==> src/rtl/uart_pkg.sv <==
// Shared UART definitions: parity/stop encodings and transmitter state type.
// Used by the transmitter now and by the receiver later.
package uart_pkg;

  localparam logic [1:0] PAR_NONE = 2'b00;
  localparam logic [1:0] PAR_EVEN = 2'b01;
  localparam logic [1:0] PAR_ODD  = 2'b10;

  localparam logic STOP_ONE = 1'b0;
  localparam logic STOP_TWO = 1'b1;

  typedef enum logic [2:0] {
    ST_IDLE,
    ST_START,
    ST_DATA,
    ST_PARITY,
    ST_STOP
  } tx_state_e;

  // Mode 11 is deliberately treated like no parity.
  function automatic logic par_enabled(input logic [1:0] mode);
    return (mode == PAR_EVEN) || (mode == PAR_ODD);
  endfunction

endpackage

==> src/rtl/uart_baud_tick.sv <==
// Baud counter 0..CLKS_PER_BIT-1 with synchronous clear; bit_end flags the last
// cycle of each bit period. No handshake, free-running while clr is low.
module uart_baud_tick #(
  parameter int CLKS_PER_BIT = 16
) (
  input  logic clk,
  input  logic reset,
  input  logic clr,
  output logic bit_end
);

  localparam int CW = $clog2(CLKS_PER_BIT);
  localparam logic [CW-1:0] CNT_LAST = CW'(CLKS_PER_BIT - 1);

  logic [CW-1:0] cnt_q, cnt_d;

  assign bit_end = (cnt_q == CNT_LAST);

  always_comb begin
    cnt_d = cnt_q + 1'b1;
    if (clr || bit_end) cnt_d = '0;
  end

  always_ff @(posedge clk) begin
    if (reset) cnt_q <= '0;
    else       cnt_q <= cnt_d;
  end

endmodule

==> src/rtl/uart_tx_frame.sv <==
// UART transmitter: start, DATA_BITS LSB first, optional parity, 1/2 stops; line
// low the cycle after accept. tx_ready only in idle or on the final stop cycle.
module uart_tx_frame
  import uart_pkg::*;
#(
  parameter int DATA_BITS    = 8,
  parameter int CLKS_PER_BIT = 16
) (
  input  logic                 clk,
  input  logic                 reset,
  input  logic                 tx_valid,
  output logic                 tx_ready,
  input  logic [DATA_BITS-1:0] tx_data,
  input  logic [1:0]           parity_mode,
  input  logic                 stop_bits,
  output logic                 serial_out,
  output logic                 send_done,
  output logic                 busy
);

  localparam int IW = $clog2(DATA_BITS);
  localparam logic [IW-1:0] IDX_LAST = IW'(DATA_BITS - 1);

  tx_state_e            state_q, state_d;
  logic [DATA_BITS-1:0] data_q, data_d;
  logic [1:0]           mode_q, mode_d;
  logic                 stop2_q, stop2_d;
  logic [IW-1:0]        idx_q, idx_d;
  logic                 stop_cnt_q, stop_cnt_d;
  logic                 serial_q, serial_d;

  logic bit_end;
  logic last_stop;
  logic accept;

  uart_baud_tick #(
    .CLKS_PER_BIT(CLKS_PER_BIT)
  ) u_baud (
    .clk    (clk),
    .reset  (reset),
    .clr    (state_q == ST_IDLE),
    .bit_end(bit_end)
  );

  // stop_cnt_q counts stops already sent; the final one is reached when it equals stop2_q.
  assign last_stop  = (state_q == ST_STOP) && (stop_cnt_q == stop2_q) && bit_end;
  assign tx_ready   = (state_q == ST_IDLE) || last_stop;
  assign accept     = tx_valid && tx_ready;
  assign send_done  = last_stop;
  assign busy       = (state_q != ST_IDLE);
  assign serial_out = serial_q;

  always_comb begin
    state_d    = state_q;
    data_d     = data_q;
    mode_d     = mode_q;
    stop2_d    = stop2_q;
    idx_d      = idx_q;
    stop_cnt_d = stop_cnt_q;
    if (accept) begin
      state_d    = ST_START;
      data_d     = tx_data;
      mode_d     = parity_mode;
      stop2_d    = stop_bits;
      idx_d      = '0;
      stop_cnt_d = 1'b0;
    end else if (bit_end) begin
      case (state_q)
        ST_START: begin
          state_d = ST_DATA;
          idx_d   = '0;
        end
        ST_DATA: begin
          if (idx_q == IDX_LAST) begin
            state_d    = par_enabled(mode_q) ? ST_PARITY : ST_STOP;
            stop_cnt_d = 1'b0;
          end else begin
            idx_d = idx_q + 1'b1;
          end
        end
        ST_PARITY: begin
          state_d    = ST_STOP;
          stop_cnt_d = 1'b0;
        end
        ST_STOP: begin
          if (stop_cnt_q == stop2_q) state_d = ST_IDLE;
          else                       stop_cnt_d = 1'b1;
        end
        default: state_d = ST_IDLE;
      endcase
    end
  end

  // Line value is precomputed from the next state so serial_out comes straight from a flop.
  always_comb begin
    serial_d = 1'b1;
    case (state_d)
      ST_START:  serial_d = 1'b0;
      ST_DATA:   serial_d = data_d[idx_d];
      ST_PARITY: serial_d = (mode_d == PAR_ODD) ? ~^data_d : ^data_d;
      default:   serial_d = 1'b1;
    endcase
  end

  always_ff @(posedge clk) begin
    if (reset) begin
      state_q    <= ST_IDLE;
      data_q     <= '0;
      mode_q     <= PAR_NONE;
      stop2_q    <= STOP_ONE;
      idx_q      <= '0;
      stop_cnt_q <= 1'b0;
      serial_q   <= 1'b1;
    end else begin
      state_q    <= state_d;
      data_q     <= data_d;
      mode_q     <= mode_d;
      stop2_q    <= stop2_d;
      idx_q      <= idx_d;
      stop_cnt_q <= stop_cnt_d;
      serial_q   <= serial_d;
    end
  end

endmodule

==> config.mk <==
export PLATFORM = sky130hd
export DESIGN_NAME = uart_tx_frame
export DESIGN_NICKNAME = d
export VERILOG_FILES = /design/src/rtl/uart_pkg.sv /design/src/rtl/uart_baud_tick.sv /design/src/rtl/uart_tx_frame.sv
export SDC_FILE = /design/constraint.sdc
export NUM_CORES = 1
export LEC_CHECK = 0
export CAP_MARGIN = 5
export CORE_MARGIN = 1
export CORE_UTILIZATION = 59
export DETAILED_ROUTE_END_ITERATION = 10
export PLACE_DENSITY = 0.8
export SLEW_MARGIN = 5
export SYNTH_ARGS = -nofsm -noshare
export SYNTH_HDL_FRONTEND = slang
export SYNTH_SLANG_ARGS = --single-unit
==> constraint.sdc <==
create_clock -name clk -period 2.8 [get_ports clk]
set_input_delay 0.28 -clock clk [delete_from_list [all_inputs] [get_ports clk]]
set_output_delay 0.28 -clock clk [all_outputs]
set_load 0.05 [all_outputs]
==> run metrics, run 1 <==
status completed; RD Place Congestion 0.937; largest fanout on the critical path 16; Core Area 2300 sq um; Logic pwr share 24.5%; total CTS buffers 3; 1st-iter DRT viols 45; Least-Margin Pin Slew 0.575 ns; Post-Syn Area per Cell 8.00 sq um; P_int 0.479 mW; kind of critical path reg -> out; post-synth cell types 51; crit path DAT 2.20 ns; Fillers 185; clock latency on the worst-skew pair 0.32 ns; via count 1375; clock root cell clkbuf_4; skew final 0.00861 ns; antenna cell count 0; f_max 403 MHz; Synth async-reset ratio 0%; Cells after Synth 186; WL/cell 15.1 microns; Sw Ratio 30.0%; CTS max path bufs 2; Final min period 2.48 ns; final design utilization 73.5%; startpoint types register; Rows 17; Final setup viols 0; synth warn 0; slew margin rel. 61.6%; htree depth 1; Synth Flop Type dfxtp_1; Clock Power Share 23.2%; ANT nets after route 0; first-pass GRT wire length 5660 microns; Post-Syn Area 1490 sq um; share of the synthesized area in the top cell type 31.0%; DP HPWL 2620 microns; # IOs 18; synth top area cells dfxtp_1, nand2_1, xnor2_1; Layout Nets 216; Die Area 2730 sq um; post-CTS sizing 0; P_leak 0.605 nW; Cell Pwr Density 405 nW/um^2; Vias/cell 6.06; fraction of layout instances using a drive strength above 1 7.54%; Initial Util 64.8%; Final Hold Viols 0; DIE HEIGHT 52.2 microns; Synth area leader dfxtp_1; sequential power share 52.3%; total grt overflow 0; HP Class reg -> reg; postcts setup bufs 0; Synth Register Bits 23; register area share after synthesis 31.0%; crit end category primary output; hold buffers post-CTS 0; Net Count, Synth 202; CTS tree built; WP data required 2.52 ns; Worst-path clk slew 0.12 ns; max_cap viols 0; NetSw 0.205 mW; crit share post-route 88.7%; initial antenna violation count 0; Area growth, synth to finish 13.5%; Final Max Slew Viols 0; setup TNS 0 ns; drt total wl 3420 microns; PortBufs 17; largest net degree at the start of global routing 19; number of detailed-route iterations in the first pass 4; peak supply drop 0.000320 V; CTS sink cnt 23; EDFF count, synth 0; RSZ-0062 raised after global routing no; DRC 0; overall routing resource usage 28.7%; vias in the first global route 1275; Die Width 52.2 microns
## metal layers
| layer | GRT usage [%] | vias to the layer above | part of all wire (%) |
|---|---|---|---|
| li1 | - | 686 | - |
| met1 | 35.8 | 646 | 45 |
| met2 | 47.9 | 37 | 49 |
| met3 | 5.51 | 6 | 4.5 |
| met4 | 12.3 | 0 | 1.7 |
| met5 | 0 | - | 0 |
## critical path: stages, from the launching register on
cell and delay, ns:
dfxtp_1 0.71, nand3_1 0.17, o21ai_0 0.19, clkdlybuf4s50_1 0.82
## final cells by class
cell class                 count  area (sq um)  area share, %
sequential                    23           460           27.3
multi-input combinational    145           938           55.6
clock inverter                 1          5.00          0.297
timing repair buffer          22           208           12.3
inverter                       5          18.8           1.11
clock buffer                   3          22.5           1.33
tap                           28          35.0           2.08
## synthesized netlist by cell type, drive strengths merged (3+ instances only)
library cell and n:
nor3 6, nor2 10, buf 7, o21ai 6
nor3b 5, xnor2 12, dfxtp 23, nor4 4
a211oi 3, clkbuf 6, xor2 4, a21oi 17
nand3 8, inv 5, nand2 31
## power groups by stage
stage | clock [mW] | sequential [mW] | combinational (mW)
6_report | 0.159 | 0.358 | 0.167
3_5_place_dp | 0 | 0.365 | 0.167
2_1_floorplan | 0 | 0.363 | 0.117
4_1_cts | 0.159 | 0.358 | 0.168
3_3_place_gp | 0 | 0.365 | 0.163
5_1_grt | 0.173 | 0.360 | 0.184
## placed cells by master, fill, tap and decap left out, types with 3 or more instances in the layout
cell / instances
xnor2_1: 12
nor3b_1: 4
clkdlybuf4s50_1: 17
nand2_1: 31
o21ai_0: 6
inv_1: 5
clkbuf_4: 3
buf_4: 5
xor2_1: 4
nor2_1: 10
nor3_1: 6
nor4_1: 3
nand3_1: 8
a21oi_1: 16
a211oi_1: 3
dfxtp_1: 23
## worst paths after layout
check                                      from              end  slack [ns]  cells after the start
worst max-delay path                 state_q[2]         tx_ready        0.32                      3
worst min-delay path            u_baud.cnt_q[0]  u_baud.cnt_q[0]        0.46                      1
worst max register to register  u_baud.cnt_q[0]       serial_out        0.65                      8
worst min register to register  u_baud.cnt_q[0]  u_baud.cnt_q[0]        0.46                      1
## flip-flops by register name (all words and copies together), names as in the netlist
| signal | cells |
|---|---|
| u_baud.cnt_q | 4 |
| stop_cnt_q | 1 |
| data_q | 8 |
| serial_out | 1 |
| idx_q | 3 |
| mode_q | 2 |
| state_q | 3 |
| stop2_q | 1 |
## cell families (layout without fill, tap and decap cells)
| kind of cell | after synthesis | count (layout) | share of synthesized area (%) |
|---|---|---|---|
| adders and majority gates | 2 | 2 | 1.68 |
| muxes | 3 | 3 | 2.10 |
| DFF | 23 | 23 | 31.0 |
| buffers and inverters | 18 | 31 | 5.97 |
| and+or+nand+nor | 77 | 77 | 26.7 |
| xor gates and xnor gates | 18 | 18 | 12.4 |
| AOI/OAI and AO/OA | 45 | 45 | 20.2 |
## through the flow
stage	setup WS, ns	area, sq um	power (mW)	hold slack [ns]	instances
final	0.316	1690	0.684	0.465	227
after CTS	0.313	1690	0.685	0.470	227
after global placement	0.735	1660	0.528	0.430	223
after floorplan	0.334	1490	0.480	0.416	186
after detailed placement	0.676	1660	0.533	0.448	223
after global routing	0.163	1690	0.718	0.494	227
No activity file was read; power rests on OpenSTA's default activity.
==> run 2: changes to the inputs <==
- clock period: 2.8 -> 3 ns (I/O delays scaled with it)
==> run metrics, run 2 (same netlist as run 1, synthesis figures left out) <==
status completed; CTS sink cnt 23 (unchanged); Worst-path clk slew 0.13 ns (about the same); RSZ-0062 raised after global routing no; DP HPWL 2470 microns (-5.7%); met1 usage 34.9% (-0.88 points); hold buffers post-CTS 0 (unchanged); Area growth, synth to finish 12.0%; Total Power 0.635 mW (-7.2%); Die Width 52.2 microns (unchanged); RD Place Congestion 0.883 (-5.8%); ANT nets after route 0 (unchanged); Top reg by flops data_q; 1st-iter DRT viols 34 (-24%); WL/cell 14.4 microns (-4.6%); most frequent cells in the layout nand2_1, dfxtp_1, clkdlybuf4s50_1; crit path DAT 2.47 ns (+0.27 ns); number of detailed-route iterations in the first pass 4 (unchanged); f_max 361 MHz; CTS max path bufs 2 (unchanged); antenna cell count 0 (unchanged); Die Area 2730 sq um (unchanged); Final setup viols 0 (unchanged); Largest register FFs 8 (unchanged); fraction of layout instances using a drive strength above 1 6.63% (-0.91 points); Least-Margin Pin Slew 0.764 ns (+0.189 ns); overall routing resource usage 26.1% (-2.6 points); kind of critical path reg -> out; max_cap viols 0 (unchanged); peak supply drop 0.000351 V (+9.6%); post-CTS sizing 0 (unchanged); crit end category primary output; Vias/cell 6.05 (about the same); HP Class reg -> reg; Final min period 2.77 ns; Layout Nets 213 (-1.4%); met2 usage 42.1% (-5.8 points); slew margin rel. 48.9% (-13 points); Fillers 203 (+9.7%); Rows 17 (unchanged); first-pass GRT wire length 5200 microns (-8.2%); crit share post-route 92.4%; Cell Pwr Density 381 nW/um^2 (-6.0%); drt total wl 3220 microns (-5.9%); largest fanout on the critical path 19 (+3); startpoint types register; biggest regs data_q x8, u_baud.cnt_q x4; Layout Cells excl Fill 224 (-1.3%); Final Max Slew Viols 0 (unchanged); Initial Util 64.8% (unchanged); # IOs 18 (unchanged); initial antenna violation count 0 (unchanged); global route hottest layer met2; Final Hold Viols 0 (unchanged); postcts setup bufs 0 (unchanged); total grt overflow 0 (unchanged); commonest non-fill, non-tap cell in the layout nand2_1; WP data required 2.70 ns (+0.18 ns); total CTS buffers 3 (unchanged); DIE HEIGHT 52.2 microns (unchanged); P_leak 0.589 nW (-2.7%); setup TNS 0 ns (unchanged); DRC 0 (unchanged); final design utilization 72.5% (-0.93 points); clock latency on the worst-skew pair 0.32 ns (about the same); GR Layer Usage met3 4.64% (-0.87 points); largest net degree at the start of global routing 22 (+3); CTS tree built; htree depth 1 (unchanged); vias in the first global route 1146 (-10%); via count 1356 (-1.4%); skew final 0.00598 ns (-0.00264 ns); clock root cell clkbuf_4; Core Area 2300 sq um (unchanged); PortBufs 17 (unchanged); placed cells 220 (-1.3%)
run 2: worst paths after layout:
check / start / endpoint / slack [ns] / cells after the start
max: u_baud.cnt_q[0] / tx_ready / 0.23 / 5
min: u_baud.cnt_q[0] / u_baud.cnt_q[0] / 0.47 / 1
max reg2reg: idx_q[0] / serial_out / 0.63 / 7
min reg2reg: u_baud.cnt_q[0] / u_baud.cnt_q[0] / 0.47 / 1
run 2: area by class of cell:
class	count	area (sq um)	share of cell area (%)
well taps	28	35.0	2.10
clock buffers	3	22.5	1.35
multi-input cells	145	940	56.4
clock inverters	1	5.00	0.300
flip-flops and latches	23	460	27.6
inverters	5	18.8	1.13
repair buffers	19	185	11.1
run 2: report_power, final:
group          leakage (nW)  internal [mW]  switching, mW
Combinational         0.384         0.0780         0.0765
Sequential            0.188          0.318         0.0159
Clock                0.0177         0.0499         0.0961
Total                 0.589          0.446          0.189
run 2: metrics by stage:
| step | setup slack, ns | cell area (sq um) | hold WS [ns] |
|---|---|---|---|
| after global routing | 0.0797 | 1670 | 0.492 |
| after CTS | 0.0653 | 1670 | 0.476 |
| final | 0.229 | 1670 | 0.466 |
| after global placement | 0.544 | 1640 | 0.429 |
| after detailed placement | 0.441 | 1640 | 0.457 |
| after floorplan | 0.514 | 1490 | 0.418 |
run 2: worst max-delay path, stage by stage (launching register included):
cell and delay (ns):
dfxtp_1 0.38, ha_1 0.21, and3_2 0.39, nand3_1 0.14
o21ai_0 0.20, clkdlybuf4s50_1 0.83
run 2: per-layer routing:
layer,share of wire [%],vias up
met3,4.1,6
met4,1.2,0
met2,49,44
met1,46,623
met5,0,-
li1,-,683
==> run 3: changes to the inputs <==
- CORE_UTILIZATION: 59 -> 67
- DONT_BUFFER_PORTS: default -> 1
- PLACE_DENSITY: 0.8 -> 0.79
==> run metrics, run 3 (same netlist as run 1, synthesis figures left out) <==
startpoint types register; antenna cell count 0 (unchanged); R2R Setup Slk 0.70 ns (+0.07 ns); final design utilization 74.6% (+2.1 points); largest fanout on the critical path 19 (unchanged); clock latency on the worst-skew pair 0.30 ns (-0.02 ns); most frequent cells in the layout nand2_1, dfxtp_1, a21oi_1; WL/cell 15.3 microns (+6.7%); crit path DAT 2.03 ns (-0.44 ns); CTS tree built; Die Area 2410 sq um (-12%); Core Area 2020 sq um (-12%); Final setup viols 0 (unchanged); cell area after layout 1510 sq um (-9.5%); worst setup margin 0.668 ns (+0.439 ns); Hold Path Depth 1 (unchanged); biggest regs data_q x8, u_baud.cnt_q x4; CTS max path bufs 2 (unchanged); status completed; WP data required 2.70 ns (about the same); via count 1332 (-1.8%); Rows 16 (-1); Max stage delay on crit path 0.56 ns (-0.27 ns); peak supply drop 0.000370 V (+5.5%); Initial Util 73.6% (+8.8 points); RSZ-0062 raised after global routing no; clock root cell clkbuf_4; commonest non-fill, non-tap cell in the layout nand2_1; placed cells 204 (-7.3%); RD Place Congestion 0.940 (+6.5%); Layout Nets 198 (-7.0%); CP startpoint u_baud.cnt_q[0]; PortBufs 0 (-17); Die Width 49.1 microns (-5.9%); Final Max Slew Viols 0 (unchanged); DRC 0 (unchanged); post-CTS sizing 0 (unchanged); slowest stage cell on the critical path and3_1; ANT nets after route 0 (unchanged); setup TNS 0 ns (unchanged); Fin Hold WS 0.0409 ns (-0.425 ns); worst r2r src idx_q[0]; skew final 0.00293 ns (-0.00305 ns); initial antenna violation count 0 (unchanged); htree depth 1 (unchanged); Placed Area 1480 sq um (-9.5%); largest net degree at the start of global routing 22 (unchanged); Layout Cells excl Fill 208 (-7.1%); postcts setup bufs 0 (unchanged); max_cap viols 0 (unchanged); Largest register FFs 8 (unchanged); Final Hold Viols 0 (unchanged); DP HPWL 2380 microns (-3.7%); Area growth, synth to finish 1.43%; slew margin rel. 60.2% (+11 points); CTS sink cnt 23 (unchanged); crit end category primary output; RR Endpoint serial_out; Total Power 0.603 mW (-5.0%); kind of critical path reg -> out; total CTS buffers 3 (unchanged); Worst-path clk slew 0.13 ns (about the same); total grt overflow 0 (unchanged); 1st-iter DRT viols 47 (+38%); number of detailed-route iterations in the first pass 4 (unchanged); HP Class in -> reg; Least-Margin Pin Slew 0.597 ns (-0.167 ns); Top reg by flops data_q; P_leak 0.533 nW (-9.5%); hold buffers post-CTS 0 (unchanged); crit share post-route 77.7% (-15 points); # IOs 18 (unchanged); Vias/cell 6.40 (+5.8%); worst path cell trace ha_1 > and3_1 > nand3_1 > o21ai_0 > buf_4; crit path capture tx_ready; drt total wl 3190 microns (-0.93%); vias in the first global route 1251 (+9.2%); fraction of layout instances using a drive strength above 1 7.73% (+1.1 points); DP Worst Slack 0.716 ns (+0.275 ns); Final min period 2.33 ns (-0.439 ns); DIE HEIGHT 49.1 microns (-5.9%); overall routing resource usage 29.9% (+3.8 points); Reg2Reg Depth 7 (unchanged); first-pass GRT wire length 5620 microns (+8.0%); Fillers 169 (-17%); Cell Pwr Density 400 nW/um^2 (+4.9%); f_max 429 MHz (+19%)
[run 3: worst min path at each step]
stage	startpoint	to
3_5_place_dp	reset	data_q[7]
6_report	reset	data_q[5]
2_1_floorplan	u_baud.cnt_q[0]	u_baud.cnt_q[0]
5_1_grt	reset	mode_q[1]
4_1_cts	reset	data_q[5]
3_3_place_gp	reset	data_q[0]
[run 3: final cells by class]
type | count | area, sq um | share of cell area (%)
timing repair buffer | 4 | 30.0 | 1.99
multi-input combinational | 145 | 938 | 62.2
tap | 27 | 33.8 | 2.24
inverter | 5 | 18.8 | 1.24
sequential | 23 | 460 | 30.5
clock buffer | 3 | 22.5 | 1.49
clock inverter | 1 | 5.00 | 0.332
[run 3: routing by layer]
metal  global-route usage [%]  vias up  wire length (microns)
met2                     51.1       54                   1580
met4                     8.82        0                     35
met1                     38.6      620                   1380
met5                        0        -                      0
met3                     4.36        4                    192
li1                         -      654                      -
[run 3: power by group]
part / internal, mW / switching [mW] / leakage (nW)
sequential: 0.318 / 0.0205 / 0.188
combinational: 0.0590 / 0.0623 / 0.328
clock: 0.0497 / 0.0930 / 0.0177
[run 3: critical path: cells and delay by family (launching register included)]
kind | cells | cell delay (ns)
compound gates | 1 | 0.19
buf+inv | 1 | 0.22
simple gates | 2 | 0.73
flops | 1 | 0.38
fa+ha+maj | 1 | 0.21
